$ cat config.mk
export PLATFORM = sky130hd
export DESIGN_NAME = status_update_unit
export DESIGN_NICKNAME = d
export VERILOG_FILES = /design/src/rtl/status_update_unit.sv
export SDC_FILE = /design/constraint.sdc
export NUM_CORES = 1
export LEC_CHECK = 0
export BUFFER_PORTS_ARGS = -buffer_cell sky130_fd_sc_hd__buf_4
export CAP_MARGIN = 20
export CORE_AREA = 2 2 55 108
export CTS_CLUSTER_SIZE = 24
export DETAILED_ROUTE_END_ITERATION = 7
export DIE_AREA = 0 0 57 110
export MAX_ROUTING_LAYER = met4
export RECOVER_POWER = 50
export REMOVE_ABC_BUFFERS = 1
export SLEW_MARGIN = 20
export SYNTH_ARGS = -nofsm -noshare
export SYNTH_HDL_FRONTEND = slang
export SYNTH_SLANG_ARGS = --single-unit
$ cat constraint.sdc
create_clock -name clk -period 2.5 [get_ports clk]
set_clock_uncertainty 0.05 [all_clocks]
set_input_delay 0.5 -clock clk [delete_from_list [all_inputs] [get_ports clk]]
set_output_delay 0.5 -clock clk [all_outputs]
set_load 0.1 [all_outputs]
$ cat src/rtl/status_update_unit.sv
// Write side of the instruction-cache status array: maintains use/valid bits on hits and
// refills, and picks the replacement victim on misses.
module status_update_unit #(
    parameter int ADDR_WIDTH  = 4,
    parameter int NUM_BLOCKS  = 4,
    parameter int BLOCK_WIDTH = 2,
    localparam int WAY_WIDTH  = (NUM_BLOCKS > 1) ? $clog2(NUM_BLOCKS) : 1,
    localparam int ROW_WIDTH  = NUM_BLOCKS * BLOCK_WIDTH
) (
    input  logic                  clk,
    input  logic                  arst_n,
    input  logic                  i_halt,
    input  logic                  i_sa_ready,
    input  logic [ADDR_WIDTH-1:0] i_addr,
    input  logic [ROW_WIDTH-1:0]  i_row,
    input  logic                  i_hit,
    input  logic [WAY_WIDTH-1:0]  i_hit_way,
    input  logic                  i_valid,
    input  logic                  i_fill_done,
    output logic                  o_ready,
    output logic [ADDR_WIDTH-1:0] o_w_addr,
    output logic [ROW_WIDTH-1:0]  o_w_data,
    output logic [NUM_BLOCKS-1:0] o_w_wmask,
    output logic                  o_w_valid,
    output logic [WAY_WIDTH-1:0]  o_victim_way,
    output logic                  o_victim_valid,
    output logic [1:0]            o_dbg_state
);

    localparam logic [1:0] ST_INIT      = 2'd0;
    localparam logic [1:0] ST_IDLE      = 2'd1;
    localparam logic [1:0] ST_WAIT_FILL = 2'd2;

    logic [1:0]            state;
    logic [ADDR_WIDTH-1:0] st_addr;
    logic [ROW_WIDTH-1:0]  st_row;
    logic [WAY_WIDTH-1:0]  st_way;

    logic                  accept;
    logic                  fill_fire;
    logic                  fwd_hit;
    logic [ROW_WIDTH-1:0]  eff_row;
    logic [WAY_WIDTH-1:0]  victim;
    logic                  victim_found;
    logic [ROW_WIDTH-1:0]  upd_row;
    logic [WAY_WIDTH-1:0]  upd_way;
    logic                  all_use;
    logic [ROW_WIDTH-1:0]  w_data;
    logic [NUM_BLOCKS-1:0] w_mask;

    // Handshake: a lookup transfers on any cycle where i_valid && o_ready && !i_halt;
    // o_ready depends only on state and i_sa_ready, never on i_valid.
    assign o_ready     = (state == ST_IDLE) && i_sa_ready;
    assign accept      = i_valid && o_ready && !i_halt;
    assign fill_fire   = (state == ST_WAIT_FILL) && i_fill_done && !i_halt;
    assign fwd_hit     = o_w_valid && (o_w_addr == i_addr);
    assign o_dbg_state = state;

    // The array read cannot yet see the write on the output registers, so merge it in.
    always_comb begin
        eff_row = i_row;
        for (int i = 0; i < NUM_BLOCKS; i++) begin
            if (fwd_hit && o_w_wmask[i]) begin
                eff_row[i*BLOCK_WIDTH +: BLOCK_WIDTH] = o_w_data[i*BLOCK_WIDTH +: BLOCK_WIDTH];
            end
        end
    end

    // Victim priority: first invalid way, then first unused way, else way 0.
    always_comb begin
        victim       = '0;
        victim_found = 1'b0;
        for (int i = 0; i < NUM_BLOCKS; i++) begin
            if (!victim_found && !eff_row[i*BLOCK_WIDTH+1]) begin
                victim       = WAY_WIDTH'(i);
                victim_found = 1'b1;
            end
        end
        for (int i = 0; i < NUM_BLOCKS; i++) begin
            if (!victim_found && !eff_row[i*BLOCK_WIDTH]) begin
                victim       = WAY_WIDTH'(i);
                victim_found = 1'b1;
            end
        end
    end

    // Shared write builder for hits and refills; a saturated use vector restarts at the touched way.
    always_comb begin
        upd_way = fill_fire ? st_way : i_hit_way;
        upd_row = fill_fire ? st_row : eff_row;
        for (int i = 0; i < NUM_BLOCKS; i++) begin
            if (WAY_WIDTH'(i) == upd_way) begin
                upd_row[i*BLOCK_WIDTH] = 1'b1;
                if (fill_fire) begin
                    upd_row[i*BLOCK_WIDTH+1] = 1'b1;
                end
            end
        end
        all_use = 1'b1;
        for (int i = 0; i < NUM_BLOCKS; i++) begin
            all_use = all_use & upd_row[i*BLOCK_WIDTH];
        end
        w_data = '0;
        w_mask = '0;
        for (int i = 0; i < NUM_BLOCKS; i++) begin
            if (all_use) begin
                w_data[i*BLOCK_WIDTH+1] = upd_row[i*BLOCK_WIDTH+1];
                w_data[i*BLOCK_WIDTH]   = (WAY_WIDTH'(i) == upd_way);
                w_mask[i]               = 1'b1;
            end else if (WAY_WIDTH'(i) == upd_way) begin
                w_data[i*BLOCK_WIDTH+1] = 1'b1;
                w_data[i*BLOCK_WIDTH]   = 1'b1;
                w_mask[i]               = 1'b1;
            end
        end
    end

    always_ff @(posedge clk or negedge arst_n) begin
        if (!arst_n) begin
            state          <= ST_INIT;
            st_addr        <= '0;
            st_row         <= '0;
            st_way         <= '0;
            o_w_addr       <= '0;
            o_w_data       <= '0;
            o_w_wmask      <= '0;
            o_w_valid      <= 1'b0;
            o_victim_way   <= '0;
            o_victim_valid <= 1'b0;
        end else if (!i_halt) begin
            o_w_valid      <= 1'b0;
            o_victim_valid <= 1'b0;
            case (state)
                ST_INIT: begin
                    if (i_sa_ready) state <= ST_IDLE;
                end
                ST_IDLE: begin
                    if (accept && i_hit) begin
                        o_w_addr  <= i_addr;
                        o_w_data  <= w_data;
                        o_w_wmask <= w_mask;
                        o_w_valid <= 1'b1;
                    end else if (accept) begin
                        o_victim_way   <= victim;
                        o_victim_valid <= 1'b1;
                        st_addr        <= i_addr;
                        st_row         <= eff_row;
                        st_way         <= victim;
                        state          <= ST_WAIT_FILL;
                    end
                end
                ST_WAIT_FILL: begin
                    if (fill_fire) begin
                        o_w_addr  <= st_addr;
                        o_w_data  <= w_data;
                        o_w_wmask <= w_mask;
                        o_w_valid <= 1'b1;
                        state     <= ST_IDLE;
                    end
                end
                default: state <= ST_INIT;
            endcase
        end
    end

endmodule

==> run summary, run 1 <==
• 9.67 mm — global-route wire length before repair
• 35 — count of pins over their slew limit
• 0.00627 mm^2 — Die Outline Area
• reg2reg — Worst Setup Path Type
• 0.261 — ratio of cells with drive above 1 in the final layout
• 0 — DR DRC count
• inv_1, ha_1, nand3b_1, mux2i_1, nor2_1, and3_2, a211oi_4, o211ai_2, buf_4, mux2i_1 — critical path, cell by cell
• o_w_data[7] — worst flop-to-flop path endpoint
• 0 ns — setup_tns
• sky130_fd_sc_hd__mux2i_1 — cell mode on critical path
• 0.30 ns — clock latency of the later-clocked register in the worst-skew pair
• 1,926 — vias in the first global route
• 51 — number of distinct library cells after synthesis
• 0.00208 mm^2 — combined area of all synthesized cells
• 26.7% — area added between synthesis and finish
• 4 — first-pass detailed-route iteration total
• 230 — post-synthesis instance total
• 0 — number of synthesized flops with an enable pin
• 0 — number of diodes
• sky130_fd_sc_hd__dfrtp_1 41%, sky130_fd_sc_hd__a21oi_1 5.3%, sky130_fd_sc_hd__mux2i_1 4.8%, sky130_fd_sc_hd__nor2_1 4.7%, sky130_fd_sc_hd__o21ai_0 4.1% — Area contributors post-synth
• 0.42 ns — largest stage delay on the critical path
• 0.00542 mm^2 — Core ar.
• finished, violations left — result of the run
• 2 — number of H-tree branching levels
• 0.19 ns — reg-to-reg setup timing slack
• 7 — CP max FO
• 34 x sky130_fd_sc_hd__dfrtp_1, 26 x sky130_fd_sc_hd__nor2_1, 22 x sky130_fd_sc_hd__a21oi_1 — most frequent cells after synthesis
• 347 — final cell count without fillers
• in2reg — hold crit path type
• 2.63 ns — WP data required
• sky130_fd_sc_hd__dfrtp_1 — ys flop type
• sky130_fd_sc_hd__clkbuf_8 — clock root buffer master
• flip-flop — kind of start point of the critical path
• sky130_fd_sc_hd__dfrtp_1 — cell taking the most area after synthesis
• 5.49 — number of vias per cell
• 0 — count of antenna-violating nets left after detailed routing
• 0.408 — area share of the largest cell type after synthesis
• 2 — Bufs on Longest Clock Path
• 3.72 mW — Final Power
• 0 — antenna violations before repair
• 1 — max-capacitance violation count
• 432 MHz — Max Clk Rate
• 0.925 — period utilisation layout
• 5.97 mm — wire length after detailed routing
• 1410 mW/mm^2 — PwrDens
• 1.00 — proportion of register bits with asynchronous set or reset after synthesis
• 53 — iteration-0 DRC count of the detailed router
• i_halt — hold wc startpoint
• 0 — # Post-CTS Setup Buffers
• done — TritonCTS clock tree
• 0.487 — post-layout utilization of the core
• 2.44 ns — Critical Path AT
• o_w_valid — sink of the worst hold path
• 38 — Core Rows
• 0.07 ns — clock edge transition at the registers on the reported setup and hold paths
• 5 — TritonCTS Buffers
• sky130_fd_sc_hd__dfrtp_1 — slowest cell on the critical path
• 0.384 — initial cell density of the core
• false — setup repair after global routing missed its margin
• 43 — count of port buffers added during placement
• 0.915 — routability congestion estimate from global placement
• 44 — boundary pin count
• 1.24 nW — Leak
• 0.213 — All-Layer GR Usage
• 0 — final setup vio count
• 4.68 mm — detailed placer's ending HPWL
• capacitance limit, slew limit — violated checks
• 0 — warnings from Yosys
• 1.88 ns — worst slew pin tran
• 311 — net count reported at finish
• 0.000907 V — peak supply drop
• 545 — count of fill cells added during filler insertion
• 110 um — die span in y
• 2.31 ns — minimum clock period after layout
• 34 — Num Clock Sinks
• -0.255 — worst max-slew margin expressed relative to the limit
• sky130_fd_sc_hd__dfrtp_1 — most common cell in the synthesized netlist
• 34 — flops & latches, synth
• 0 — remaining global-route overflow
• 57 um — chip width
• o_dbg_state[0] — worst reg2reg path startpoint
• 9.06 um^2 — syn avg cell area
• 339 — cell total after placement
• 0 — number of failing hold endpoints at the final stage
• 0.408 — Seq/Total Area, Yosys
• 10 — Worst Reg-to-Reg Cells
• 17.2 um — drt wl/cell
• flip-flop — CP Capture Type
• 2 — cell depth of the worst min-delay path
• 1,905 — via count
• 35 — largest net degree at the start of global routing
==> timing repair <==
item	in CTS	in global routing
endpoints found under the setup margin	0	7
resized for setup	0	1
hold buffers	0	0
==> stage by stage <==
| step | area [um^2] | setup WS, ns | hold WS, ns |
|---|---|---|---|
| global placement | 2540 | 0.0259 | 0.416 |
| finish | 2640 | 0.187 | 0.410 |
| CTS | 2680 | 0.114 | 0.116 |
| floorplan | 2030 | -0.623 | 0.154 |
| global route | 2640 | 0.0159 | 0.404 |
| detailed placement | 2540 | 0.0612 | 0.424 |
==> sequential cells by signal, summed over array words and instances (netlist names) <==
name	cells
o_w_data	8
st_row	8
o_w_addr	4
o_w_wmask	4
st_addr	4
o_dbg_state	2
st_way	2
o_victim_valid	1
o_w_valid	1
==> cell usage in the layout, fill, tap and decap left out, types with 2 or more instances in the layout <==
master	netlist	final
sky130_fd_sc_hd__a211oi_1	5	5
sky130_fd_sc_hd__a21o_1	3	3
sky130_fd_sc_hd__a21oi_1	22	22
sky130_fd_sc_hd__a31oi_1	3	3
sky130_fd_sc_hd__a41o_1	2	2
sky130_fd_sc_hd__and2_1	5	4
sky130_fd_sc_hd__and3_2	5	5
sky130_fd_sc_hd__buf_4	2	47
sky130_fd_sc_hd__bufinv_16	0	2
sky130_fd_sc_hd__clkbuf_1	3	11
sky130_fd_sc_hd__clkbuf_8	0	6
sky130_fd_sc_hd__dfrtp_1	34	34
sky130_fd_sc_hd__ha_1	4	4
sky130_fd_sc_hd__inv_1	12	12
sky130_fd_sc_hd__mux2_2	5	5
sky130_fd_sc_hd__mux2i_1	10	10
sky130_fd_sc_hd__nand2_1	17	17
sky130_fd_sc_hd__nand3_1	7	7
sky130_fd_sc_hd__nand3_2	2	2
sky130_fd_sc_hd__nand3b_1	2	2
sky130_fd_sc_hd__nor2_1	26	26
sky130_fd_sc_hd__nor3_1	6	6
sky130_fd_sc_hd__o21a_1	2	2
sky130_fd_sc_hd__o21ai_0	17	17
sky130_fd_sc_hd__o22ai_1	2	2
sky130_fd_sc_hd__o311ai_0	3	3
sky130_fd_sc_hd__xnor2_1	3	3
==> routing by layer <==
| layer | track usage | up-vias | wire (um) |
|---|---|---|---|
| met4 | 0.131 | 0 | 282 |
| met5 | - | - | 0 |
| met2 | 0.388 | 56 | 3360 |
| li1 | - | 934 | - |
| met3 | 0.0245 | 17 | 229 |
| met1 | 0.211 | 898 | 2090 |
==> power breakdown <==
| group | switching [mW] | internal [mW] |
|---|---|---|
| sequential | 0.257 | 0.797 |
| clock | 0.221 | 0.426 |
| combinational | 1.57 | 0.444 |
==> cell families after synthesis <==
group | Yosys count | share of synthesized area
flip-flops | 34 | 0.408
AND/OR/NAND/NOR | 79 | 0.188
XOR/XNOR | 4 | 0.0204
buffers and inverters | 21 | 0.0492
adder cells (fa/ha/maj) | 4 | 0.0240
AO/OA/AOI/OAI | 72 | 0.228
multiplexers | 16 | 0.0817
==> worst max path at each step <==
stage                   start      endpoint  slack, ns  cells after the start
2_1_floorplan  o_dbg_state[0]       o_ready      -0.62                      3
3_3_place_gp        i_addr[3]   o_w_data[1]       0.03                      9
3_5_place_dp        i_addr[3]   o_w_data[1]       0.06                      9
4_1_cts        o_dbg_state[0]  o_w_wmask[1]       0.11                     10
5_1_grt        o_dbg_state[0]   o_w_data[1]       0.02                     10
6_report       o_dbg_state[0]   o_w_data[7]       0.19                     10
==> layout make-up <==
cell class,instances,area (um^2),share of cell area
inverters,12,45.0,0.0171
repair buffers,58,394,0.149
flip-flops and latches,34,851,0.322
clock buffers,6,82.6,0.0313
multi-input cells,175,1130,0.429
clock inverters,2,60.1,0.0227
well taps,60,75.1,0.0284
==> critical path, delay by kind of cell (launching register included) <==
| family | cells | cell delay, ns |
|---|---|---|
| AO/OA/AOI/OAI | 2 | 0.34 |
| AND/OR/NAND/NOR | 3 | 0.46 |
| adder cells (fa/ha/maj) | 1 | 0.24 |
| buffers and inverters | 2 | 0.26 |
| flip-flops | 1 | 0.42 |
| multiplexers | 2 | 0.42 |
No activity file was read; power rests on OpenSTA's default activity.
==> run 2: changes to the inputs <==
CTS_BUF_LIST = sky130_fd_sc_hd__clkbuf_8   (was not set)
PLACE_DENSITY = 0.67   (was not set)
==> run summary, run 2 (synthesis gave the netlist of run 1 again) <==
• 5 — TritonCTS Buffers, unchanged
• 9.87 mm — global-route wire length before repair, was 9.67 mm
• 0 — DR DRC count, unchanged
• 57 um — chip width, unchanged
• 0.127 — clock network power share, was 0.174
• 2.42 ns — Critical Path AT, was 2.44 ns
• 0.587 — switching part of the total power, was 0.552
• finished, violations left — result of the run, unchanged
• 0 — final setup vio count, unchanged
• 0 — count of antenna-violating nets left after detailed routing, unchanged
• 1.90 ns — worst slew pin tran, was 1.88 ns
• 110 um — die span in y, unchanged
• 9 — Worst Reg-to-Reg Cells, was 10
• 0.214 — All-Layer GR Usage, was 0.213
• 44 — boundary pin count, unchanged
• 0.571 — combinational fraction of design power, was 0.542
• 2.31 ns — minimum clock period after layout, about the same
• 2.05 mW — NetSw, about the same
• 0.08 ns — clock edge transition at the registers on the reported setup and hold paths, was 0.07 ns
• 35 — count of pins over their slew limit, unchanged
• 0.915 — routability congestion estimate from global placement, about the same
• 35 — largest net degree at the start of global routing, unchanged
• o_dbg_state[0] — worst reg2reg path startpoint, unchanged
• capacitance limit, slew limit — violated checks, unchanged
• 0 — number of failing hold endpoints at the final stage, unchanged
• 433 MHz — Max Clk Rate, was 432 MHz
• 34 — Num Clock Sinks, unchanged
• 22.5% — area added between synthesis and finish, was 26.7%
• 0 — remaining global-route overflow, unchanged
• 1.44 mW — Int Pwr, was 1.67 mW
• done — TritonCTS clock tree, unchanged
• 306 — net count reported at finish, was 311
• 1 — max-capacitance violation count, unchanged
• 558 — count of fill cells added during filler insertion, was 545
• 2.62 ns — WP data required, was 2.63 ns
• 0.000881 V — peak supply drop, was 0.000907 V
• 5.68 — number of vias per cell, was 5.49
• 0.398 ns — hold_ws, was 0.410 ns
• -0.267 — worst max-slew margin expressed relative to the limit, was -0.255
• 1370 mW/mm^2 — PwrDens, was 1410 mW/mm^2
• 2 — cell depth of the worst min-delay path, unchanged
• 17.3 um — drt wl/cell, was 17.2 um
• sky130_fd_sc_hd__buf_4 — most common library cell in the layout ignoring fill and taps, unchanged
• 4.69 mm — detailed placer's ending HPWL, was 4.68 mm
• 5.92 mm — wire length after detailed routing, was 5.97 mm
• false — setup repair after global routing missed its margin, unchanged
• 43 — count of port buffers added during placement, unchanged
• 0 — antenna violations before repair, unchanged
• 0.471 — post-layout utilization of the core, was 0.487
• 0.00627 mm^2 — Die Outline Area, unchanged
• o_dbg_state[0] — worst setup path startpoint, unchanged
• 1,944 — via count, was 1,905
• 2 — Bufs on Longest Clock Path, unchanged
• sky130_fd_sc_hd__clkbuf_8 — clock root buffer master, unchanged
• flip-flop — CP Capture Type, unchanged
• reg2reg — Worst Setup Path Type, unchanged
• 0 — # Post-CTS Setup Buffers, unchanged
• 38 — Core Rows, unchanged
• 0.924 — period utilisation layout, was 0.925
• 0 — number of diodes, unchanged
• i_addr[2] — hold wc startpoint, was i_halt
• 56 — iteration-0 DRC count of the detailed router, was 53
• 0.31 ns — clock latency of the later-clocked register in the worst-skew pair, was 0.30 ns
• 1.19 nW — Leak, was 1.24 nW
• 0.00542 mm^2 — Core ar., unchanged
• o_w_data (8), st_row (8) — registers with the most flip-flops, unchanged
• 0.384 — initial cell density of the core, unchanged
• 2 — number of H-tree branching levels, unchanged
• flip-flop — kind of start point of the critical path, unchanged
• in2reg — hold crit path type, unchanged
• 4 — first-pass detailed-route iteration total, unchanged
• 7 — CP max FO, unchanged
• 2,085 — vias in the first global route, was 1,926
• 0.245 — ratio of cells with drive above 1 in the final layout, was 0.261
• 41 x sky130_fd_sc_hd__buf_4, 34 x sky130_fd_sc_hd__dfrtp_1, 26 x sky130_fd_sc_hd__nor2_1 — commonest non-fill, non-tap cells in the layout, was 47 x sky130_fd_sc_hd__buf_4, 34 x sky130_fd_sc_hd__dfrtp_1, 26 x sky130_fd_sc_hd__nor2_1
• 0.303 — part of the total power dissipated in sequential elements, was 0.284
[run 2: path summary, 6_finish.rpt]
path,end,slack [ns]
min reg2reg,o_victim_valid,0.43
max in group asynchronous,st_row[3],0.64
max,o_w_data[3],0.19
max reg2reg,o_w_data[3],0.19
min,st_addr[2],0.40
min in group asynchronous,o_w_addr[1],0.67
[run 2: critical path: stages (launching register included)]
cell and delay [ns]:
sky130_fd_sc_hd__dfrtp_1 0.42, sky130_fd_sc_hd__inv_1 0.09, sky130_fd_sc_hd__ha_1 0.22, sky130_fd_sc_hd__nand3b_1 0.16
sky130_fd_sc_hd__mux2i_1 0.30, sky130_fd_sc_hd__nor2_1 0.07, sky130_fd_sc_hd__and3_2 0.23, sky130_fd_sc_hd__a211oi_4 0.19
sky130_fd_sc_hd__o211ai_2 0.27, sky130_fd_sc_hd__mux2i_1 0.18
[run 2: per-layer routing]
metal | up-vias | GRT usage | wire [um]
met5 | - | - | 0
met4 | 0 | 0.135 | 216
met3 | 20 | 0.0350 | 242
met2 | 74 | 0.390 | 3420
met1 | 922 | 0.205 | 2040
li1 | 928 | - | -
[run 2: area by class of cell]
cell class              count  area [um^2]  area share
clock inverters             2         12.5     0.00490
repair buffers             53          353       0.138
clock buffers               6         82.6      0.0324
inverters                  12         45.0      0.0177
flip-flops and latches     34          851       0.333
multi-input cells         175         1130       0.444
well taps                  60         75.1      0.0294
[run 2: through the flow]
step	TNS [ns]	setup WS, ns	total power [mW]	std cells	area, um^2
after global placement	0	0.000483	3.11	334	2500
after global routing	0	0.0433	3.67	342	2550
after CTS	0	0.200	3.58	342	2590
after detailed placement	0	0.0237	3.13	334	2500
final	0	0.190	3.49	342	2550
after floorplan	-10.0	-0.623	2.61	221	2030
[run 2: repair_timing]
item / 4_1_cts / 5_1_grt
resized for setup: 0 / 1
hold endpoints to repair: 0 / 0
endpoints found under the setup margin: 0 / 2
hold buffers: 0 / 0
[run 2: power by group through the flow]
| stage | Combinational [mW] | Clock (mW) | Sequential (mW) |
|---|---|---|---|
| after floorplan | 0.527 | 0 | 2.09 |
| after global placement | 2.05 | 0 | 1.06 |
| after detailed placement | 2.07 | 0 | 1.07 |
| after CTS | 2.07 | 0.456 | 1.06 |
| after global routing | 2.11 | 0.472 | 1.10 |
| final | 1.99 | 0.442 | 1.06 |
==> run 3: changes to the inputs <==
RECOVER_POWER = not set   (was 50)
==> run summary, run 3 (synthesis gave the netlist of run 1 again) <==
• 0.0940 ns — hold_ws, was 0.398 ns
• 0 — DR DRC count, unchanged
• 0.643 ns — worst slew pin tran, was 1.90 ns
• 24.6% — area added between synthesis and finish, was 22.5%
• 0.00542 mm^2 — Core ar., unchanged
• 0 — number of failing hold endpoints at the final stage, unchanged
• 0.925 — period utilisation layout, was 0.924
• 3.56 mW — Final Power, was 3.49 mW
• 0.31 ns — clock latency of the later-clocked register in the worst-skew pair, about the same
• 34 — Num Clock Sinks, unchanged
• 432 MHz — Max Clk Rate, was 433 MHz
• 57 um — chip width, unchanged
• 5 — TritonCTS Buffers, unchanged
• 0.00260 mm^2 — post-layout instance area, was 0.00255 mm^2
• 0.287 — ratio of cells with drive above 1 in the final layout, was 0.245
• 0 — count of antenna-violating nets left after detailed routing, unchanged
• 0 — number of gates resized after cts, unchanged
• 0 — # Post-CTS Setup Buffers, unchanged
• 35 — largest net degree at the start of global routing, unchanged
• 0 — number of diodes, unchanged
• 0.000925 V — peak supply drop, was 0.000881 V
• 5.65 — number of vias per cell, was 5.68
• 2 — Bufs on Longest Clock Path, unchanged
• 1370 mW/mm^2 — PwrDens, about the same
• 0.00113 mm^2 — footprint of the multi-input gates, unchanged
• 17.3 um — drt wl/cell, about the same
• 0 — remaining global-route overflow, unchanged
• 62 — iteration-0 DRC count of the detailed router, was 56
• 4.69 mm — detailed placer's ending HPWL, unchanged
• 38 — Core Rows, unchanged
• 0.00627 mm^2 — Die Outline Area, unchanged
• sky130_fd_sc_hd__buf_4 — most common library cell in the layout ignoring fill and taps, unchanged
• 4 — first-pass detailed-route iteration total, unchanged
• 2.62 ns — WP data required, about the same
• 53 x sky130_fd_sc_hd__buf_4, 34 x sky130_fd_sc_hd__dfrtp_1, 26 x sky130_fd_sc_hd__nor2_1 — commonest non-fill, non-tap cells in the layout, was 41 x sky130_fd_sc_hd__buf_4, 34 x sky130_fd_sc_hd__dfrtp_1, 26 x sky130_fd_sc_hd__nor2_1
• 2 — number of H-tree branching levels, unchanged
• in2async — hold crit path type, was in2reg
• 1,933 — via count, was 1,944
• 0 — count of pins over their slew limit, was 35
• 0.06 ns — clock edge transition at the registers on the reported setup and hold paths, was 0.08 ns
• 0.187 ns — final worst slack, was 0.190 ns
• 0 — max-capacitance violation count, was 1
• 43 — count of port buffers added during placement, unchanged
• sky130_fd_sc_hd__clkbuf_8 — clock root buffer master, unchanged
• 0.915 — routability congestion estimate from global placement, unchanged
• flip-flop — kind of start point of the critical path, unchanged
• 334 — cell total after placement, unchanged
• 547 — count of fill cells added during filler insertion, was 558
• 9.87 mm — global-route wire length before repair, unchanged
• 110 um — die span in y, unchanged
• flip-flop — CP Capture Type, unchanged
• 0 ns — setup_tns, unchanged
• 2,085 — vias in the first global route, unchanged
• 306 — net count reported at finish, unchanged
• 0 — number of hold-repair buffers added at the cts stage, unchanged
• finished, final reports clean — result of the run, was finished, violations left
• 1.24 nW — Leak, was 1.19 nW
• 7 — CP max FO, unchanged
• 0 — antenna violations before repair, unchanged
• 2.43 ns — Critical Path AT, was 2.42 ns
• 342 — final cell count without fillers, unchanged
• 0 — final setup vio count, unchanged
• 5.93 mm — wire length after detailed routing, was 5.92 mm
• 0.566 — worst max-slew margin expressed relative to the limit, was -0.267
• 0.384 — initial cell density of the core, unchanged
• reg2reg — Worst Setup Path Type, unchanged
• 851 um^2 — total area of sequential cells, unchanged
• done — TritonCTS clock tree, unchanged
• 44 — boundary pin count, unchanged
• 0.00250 mm^2 — Post-Place Cell Area, unchanged
• 0.214 — All-Layer GR Usage, unchanged
• 2.31 ns — minimum clock period after layout, about the same
• false — setup repair after global routing missed its margin, unchanged
• o_w_data (8), st_row (8) — registers with the most flip-flops, unchanged
• 0.0237 ns — worst setup timing slack at the placement stage, unchanged
• 0.479 — post-layout utilization of the core, was 0.471
## run 3: changes by cell type in the layout (fill, tap and decap cells not counted), sizes merged
cell    previous run  this run
clkbuf            18         6
buf               41        53
## run 3: where the power goes
| part | leakage (nW) | switching, mW | internal (mW) |
|---|---|---|---|
| clock network | 0.0472 | 0.221 | 0.221 |
| logic | 0.774 | 1.57 | 0.491 |
| registers | 0.417 | 0.263 | 0.797 |
| total | 1.24 | 2.06 | 1.51 |
## run 3: cell type report
type                            instances  share of cell area
Multi-Input combinational cell        175               0.436
Inverter                               12              0.0173
Tap cell                               60              0.0289
Clock buffer                            6              0.0318
Sequential cell                        34               0.328
Clock inverter                          2             0.00482
Timing Repair Buffer                   53               0.153
## run 3: worst max-delay path, cell delays in order (launching register included)
cell and delay [ns]:
sky130_fd_sc_hd__dfrtp_1 0.42, sky130_fd_sc_hd__inv_1 0.09, sky130_fd_sc_hd__ha_1 0.22, sky130_fd_sc_hd__nand3b_1 0.16, sky130_fd_sc_hd__mux2i_1 0.30, sky130_fd_sc_hd__nor2_1 0.07
sky130_fd_sc_hd__and3_2 0.23, sky130_fd_sc_hd__a211oi_4 0.19, sky130_fd_sc_hd__o211ai_2 0.28, sky130_fd_sc_hd__mux2i_1 0.18
## run 3: routing by layer
layer	global-route usage	vias to the layer above	wire length, um
met5	-	-	0
met4	0.135	0	201
met3	0.0350	16	208
met2	0.390	66	3440
met1	0.205	923	2080
li1	-	928	-
## run 3: worst paths after layout
kind / start / endpoint / slack (ns) / cells past startpoint
worst min-delay path: arst_n / o_w_addr[1] / 0.09 / 1
min in group clk: i_addr[2] / st_addr[2] / 0.40 / 2
worst max-delay path: o_dbg_state[0] / o_w_data[3] / 0.19 / 9
max in group asynchronous: arst_n / st_row[3] / 1.98 / 1
worst min register to register: o_victim_valid / o_victim_valid / 0.43 / 1
worst max register to register: o_dbg_state[0] / o_w_data[3] / 0.19 / 9
